--- config.mk ---
export PLATFORM = sky130hd
export DESIGN_NAME = event_encoder
export DESIGN_NICKNAME = d
export VERILOG_FILES = /design/src/rtl/event_encoder.sv
export SDC_FILE = /design/constraint.sdc
export NUM_CORES = 1
export LEC_CHECK = 0
export BUFFER_PORTS_ARGS = -buffer_cell sky130_fd_sc_hd__buf_4
export CORE_MARGIN = 3
export CORE_UTILIZATION = 60
export CTS_CLUSTER_DIAMETER = 80
export DETAILED_ROUTE_END_ITERATION = 8
export MAX_ROUTING_LAYER = met4
export PLACE_DENSITY = 0.78
export SYNTH_ARGS = -nofsm -noshare
export SYNTH_HDL_FRONTEND = slang
export SYNTH_SLANG_ARGS = --single-unit
export TNS_END_PERCENT = 1
--- constraint.sdc ---
create_clock -name i_clk -period 126.5 [get_ports i_clk]
set_input_delay 6.325 -clock i_clk [delete_from_list [all_inputs] [get_ports i_clk]]
set_output_delay 6.325 -clock i_clk [all_outputs]
set_load 0.05 [all_outputs]
--- src/rtl/event_encoder.sv ---
// event_encoder
//
// Converts one greyscale frame of p_s pixels into a time-ordered stream of
// one-hot events using intensity-to-latency coding. The brightest pixel fires
// first, and ties go to the lowest pixel index. Pixels below p_min_int never
// fire. Events are separated by p_gap idle cycles. o_eof pulses once no
// candidate pixel is left.
//
// Optional feature:
//   EVT_ENC_COUNT_EN  adds o_event_count, the number of events emitted in the
//                     current frame. It is cleared on frame acceptance.
//
// Ports:
//   i_clk          clock
//   i_rst_n        asynchronous reset, active low
//   i_frame        pixel k (1..p_s) at bits [k*p_pix-1 -: p_pix]
//   i_frame_valid  a frame is present on i_frame
//   o_frame_ready  a frame can be accepted (high only in IDLE)
//   o_event        one-hot event; bit k-1 is pixel k; high for one cycle
//   o_busy         a frame is being encoded
//   o_eof          one-cycle pulse when the frame is exhausted
//   o_event_count  events emitted in the current frame (EVT_ENC_COUNT_EN only)
//
// State | meaning
// ------+-----------------------------------------------------------
// IDLE  | waiting for a frame; ready high
// EMIT  | choose the brightest unfired candidate, fire it or end the frame
// GAP   | count p_gap idle cycles before the next EMIT
`timescale 1ns/1ps

module event_encoder #(
    parameter int p_s       = 25,
    parameter int p_pix     = 8,
    parameter int p_min_int = 'h10,
    parameter int p_gap     = 'h3f,
    parameter int p_gap_w   = 8
) (
    input  logic                 i_clk,
    input  logic                 i_rst_n,
    input  logic [p_s*p_pix-1:0] i_frame,
    input  logic                 i_frame_valid,
    output logic                 o_frame_ready,
    output logic [p_s-1:0]       o_event,
    output logic                 o_busy,
    output logic                 o_eof
`ifdef EVT_ENC_COUNT_EN
    ,
    output logic [4:0]           o_event_count
`endif
);

    typedef enum logic [1:0] {
        S_IDLE = 2'd0,
        S_EMIT = 2'd1,
        S_GAP  = 2'd2
    } state_t;

    localparam logic [p_pix-1:0]   min_int_c = p_pix'(p_min_int);
    localparam logic [p_gap_w-1:0] gap_c     = p_gap_w'(p_gap);

    state_t               state_q, state_d;
    logic [p_pix-1:0]     pix_q [p_s];
    logic [p_s-1:0]       mask_q, mask_d;
    logic [p_gap_w-1:0]   gap_q, gap_d;
    logic [p_s-1:0]       event_q, event_d;
    logic                 eof_q, eof_d;
    logic                 capture;

    logic                 win_found;
    logic [p_pix-1:0]     win_val;
    logic [p_s-1:0]       win_oh;

    // Strict '>' on the scan keeps the earliest index on equal intensities.
    always_comb begin
        win_found = 1'b0;
        win_val   = '0;
        win_oh    = '0;
        for (int k = 0; k < p_s; k++) begin
            if (!mask_q[k] && (pix_q[k] >= min_int_c) &&
                (!win_found || (pix_q[k] > win_val))) begin
                win_found = 1'b1;
                win_val   = pix_q[k];
                win_oh    = '0;
                win_oh[k] = 1'b1;
            end
        end
    end

    always_comb begin
        state_d = state_q;
        mask_d  = mask_q;
        gap_d   = gap_q;
        event_d = '0;
        eof_d   = 1'b0;
        capture = 1'b0;
        unique case (state_q)
            S_IDLE: begin
                if (i_frame_valid) begin
                    capture = 1'b1;
                    mask_d  = '0;
                    state_d = S_EMIT;
                end
            end
            S_EMIT: begin
                if (win_found) begin
                    event_d = win_oh;
                    mask_d  = mask_q | win_oh;
                    if (p_gap == 0) begin
                        state_d = S_EMIT;
                    end else begin
                        state_d = S_GAP;
                        gap_d   = gap_c;
                    end
                end else begin
                    eof_d   = 1'b1;
                    state_d = S_IDLE;
                end
            end
            S_GAP: begin
                gap_d = gap_q - p_gap_w'(1);
                if (gap_q == p_gap_w'(1)) begin
                    state_d = S_EMIT;
                end
            end
            default: begin
                state_d = S_IDLE;
            end
        endcase
    end

    always_ff @(posedge i_clk or negedge i_rst_n) begin
        if (!i_rst_n) begin
            state_q <= S_IDLE;
            mask_q  <= '0;
            gap_q   <= '0;
            event_q <= '0;
            eof_q   <= 1'b0;
            for (int k = 0; k < p_s; k++) begin
                pix_q[k] <= '0;
            end
        end else begin
            state_q <= state_d;
            mask_q  <= mask_d;
            gap_q   <= gap_d;
            event_q <= event_d;
            eof_q   <= eof_d;
            if (capture) begin
                for (int k = 0; k < p_s; k++) begin
                    pix_q[k] <= i_frame[k*p_pix +: p_pix];
                end
            end
        end
    end

    assign o_event       = event_q;
    assign o_eof         = eof_q;
    assign o_busy        = (state_q != S_IDLE);
    assign o_frame_ready = (state_q == S_IDLE);

`ifdef EVT_ENC_COUNT_EN
    logic [4:0] count_q;

    // Counts on the same edge that registers the event, so the count
    // matches o_event in the cycle the event is visible.
    always_ff @(posedge i_clk or negedge i_rst_n) begin
        if (!i_rst_n) begin
            count_q <= '0;
        end else if (capture) begin
            count_q <= '0;
        end else if (|event_d) begin
            count_q <= count_q + 5'd1;
        end
    end

    assign o_event_count = count_q;
`endif

endmodule
==> out/results.txt <==
commonest non-fill, non-tap cell in the layout: nand2_1
DRC: 0
NumNets Final: 2814
fin crit period: 55.18 ns
Pins Over Slew Limit: 0
Die Ht: 181 um
worst min-delay path class: flip-flop to flip-flop
crit share post-route: 0.436
clk sinks: 261
Detail Placement HPWL: 39.6 mm
Synth Warn #: 0
status: finished, final reports clean
Total Routed Length: 52.3 mm
number of flops mapped to enable cells by yosys: 0
Rows: 63
die width: 181 um
CP arrival: 55.62 ns
Min Hold Slack: 0.481 ns
crit-path max cell delay: 0.97 ns
layout cells sized above 1: 0.179
final setup TNS: 0 ns
clock slew at reported path FFs: 0.07 ns
total setup buffers inserted after CTS: 0
skew final: 0.00952 ns
register area: 6530 sq um
sequential share of the synthesized area: 0.355
global route overflow: 0
PwrDens: 8.64 nW/um^2
Mapped Nets: 2615
most used flip-flop cell after synthesis: dfrtp_1
ys async rst share: 1.00
Worst setup EP type: flip-flop
Antenna Nets Post-Route: 0
initial antenna violation count: 1
largest net degree at the start of global routing: 108
DRT Pass-1 Iters: 7
Worst slew margin: 0.249
First DRT Iteration DRCs: 1210
number of library cell types mapped by synthesis: 96
Most common cell on crit path: a21oi_1
total vias in the final route: 16700
Critical Path RT: 126.94 ns
Starting Density: 0.615
Max Cap Viol: 0
vias in the first global route: 16800
CTS H-tree lvls: 1
GP Congestion: 0.950
post-synthesis area per instance: 8.24 sq um
CORE AREA: 30000 sq um
Worst Path Max Fanout: 19
Hold Startpoint: mask_q[3]
fmax: 18.1 MHz
VDD IR max: 0.0118 mV
# IOs: 231
post-DR wirelength/cell: 18.4 um
Die Area: 32800 sq um
total track usage: 0.323
area grow syn2layout: 16.8%
TritonCTS buffer count: 30
final setup fails: 0
RSZ-0062 raised after global routing: false
crit path from: pix_q[199]
footprint of the multi-input gates: 10800 sq um
element type at the critical path start: flip-flop
Mapped Area: 18400 sq um
clock tree buffer depth: 3
root buf cell: clkbuf_16
leak pwr: 11.8 nW
CTS Hold Bufs: 0
Critical R2R Launch: pix_q[199]
WS Path Type: flip-flop to flip-flop
final hold vios: 0
IO Port Bufs: 230
CTS tree: built
Fill cells: 2335
measured slew at the worst slew-check pin: 1.13 ns
post-cts sizing count: 0
Post-Synthesis Cells: 2235
vias per cell: 5.86
post-synthesis sequential element count: 261
most frequent cells in the layout: nand2_1, dfrtp_1, buf_4
Worst-Skew Late Latency: 0.57 ns
Slowest-stage cell, CP: o311ai_2
first-pass GRT wire length: 85.7 mm
## final timing paths
kind	endpoint	slack, ns	depth (start not counted)
min in group asynchronous	pix_q[118]	5.71	1
max in group asynchronous	pix_q[37]	118.76	3
max	o_event[6]	71.32	249
max reg2reg	o_event[6]	71.32	249
min	mask_q[3]	0.48	2
min reg2reg	mask_q[3]	0.48	2
## logic make-up after synthesis
group	after synthesis	synth area share
fa+ha+maj	179	0.121
mux	133	0.0793
buf+inv	286	0.0596
flops	261	0.355
simple gates	927	0.221
compound gates	441	0.160
xor+xnor	8	0.00381
## through the flow
stage | total power, mW | utilization | cell area [sq um] | instances | setup slack, ns
after floorplan | 0.0851 | - | 18400 | 2235 | 80.11
after global placement | 0.0918 | 0.682 | 20400 | 2792 | 74.33
after detailed placement | 0.0919 | 0.682 | 20400 | 2792 | 72.63
after CTS | 0.187 | 0.718 | 21500 | 2846 | 72.10
after global routing | 0.192 | 0.718 | 21500 | 2847 | 67.06
final | 0.186 | 0.718 | 21500 | 2847 | 71.32
## synth_stat cells (all sizes together), types with 9 or more instances
master,n,area (sq um)
a21boi,14,105
a21o,46,345
a21oi,89,460
a31oi,13,87.6
and2,13,81.3
and3,9,66.3
buf,12,68.8
clkbuf,59,221
dfrtp,261,6530
ha,177,2210
inv,214,803
mux2,99,1110
mux2i,34,344
nand2,575,2160
nand2b,29,181
nand3,39,195
nand4,20,125
nor2,118,450
nor2b,18,113
nor3,29,145
nor4,27,184
o2111ai,9,85.1
o211ai,20,160
o21a,17,129
o21ai,144,724
o31ai,14,115
or2,13,81.3
or3,14,87.6
## layout make-up
class                           instances  share of cell area
Multi-Input combinational cell       1688               0.502
Timing Repair Buffer                  238              0.0834
Clock inverter                         17              0.0120
Inverter                              215              0.0375
Clock buffer                           37              0.0385
Tap cell                              390              0.0227
Antenna cell                            1            0.000116
Sequential cell                       261               0.304
## critical path: cells and delay by family (launching register included)
kind / cells / cell delay, ns
AOI/OAI and AO/OA: 129 / 28.84
DFF: 1 / 0.42
adders and majority gates: 24 / 6.20
muxes: 17 / 6.66
buffers and inverters: 22 / 2.50
and+or+nand+nor: 57 / 10.35
## state kept, by name, summed over array words and instances, names as in the netlist
| signal | cells |
|---|---|
| o_eof | 1 |
| state_q | 2 |
| o_event | 25 |
| pix_q | 200 |
| mask_q | 25 |
| gap_q | 8 |
## per-layer routing
layer  share of wire  global-route usage
met2            0.47               0.527
met5               0                   -
met3           0.058              0.0387
met4           0.031              0.0868
met1            0.44               0.431
## where the power goes
group / total, mW / switching (mW) / leakage, nW / internal, mW
registers: 0.0835 / 0 / 3.18 / 0.0835
logic: 0.00679 / 0.00275 / 8.11 / 0.00403
clock network: 0.0956 / 0.0368 / 0.526 / 0.0588
(Power assumes the default switching activity.)
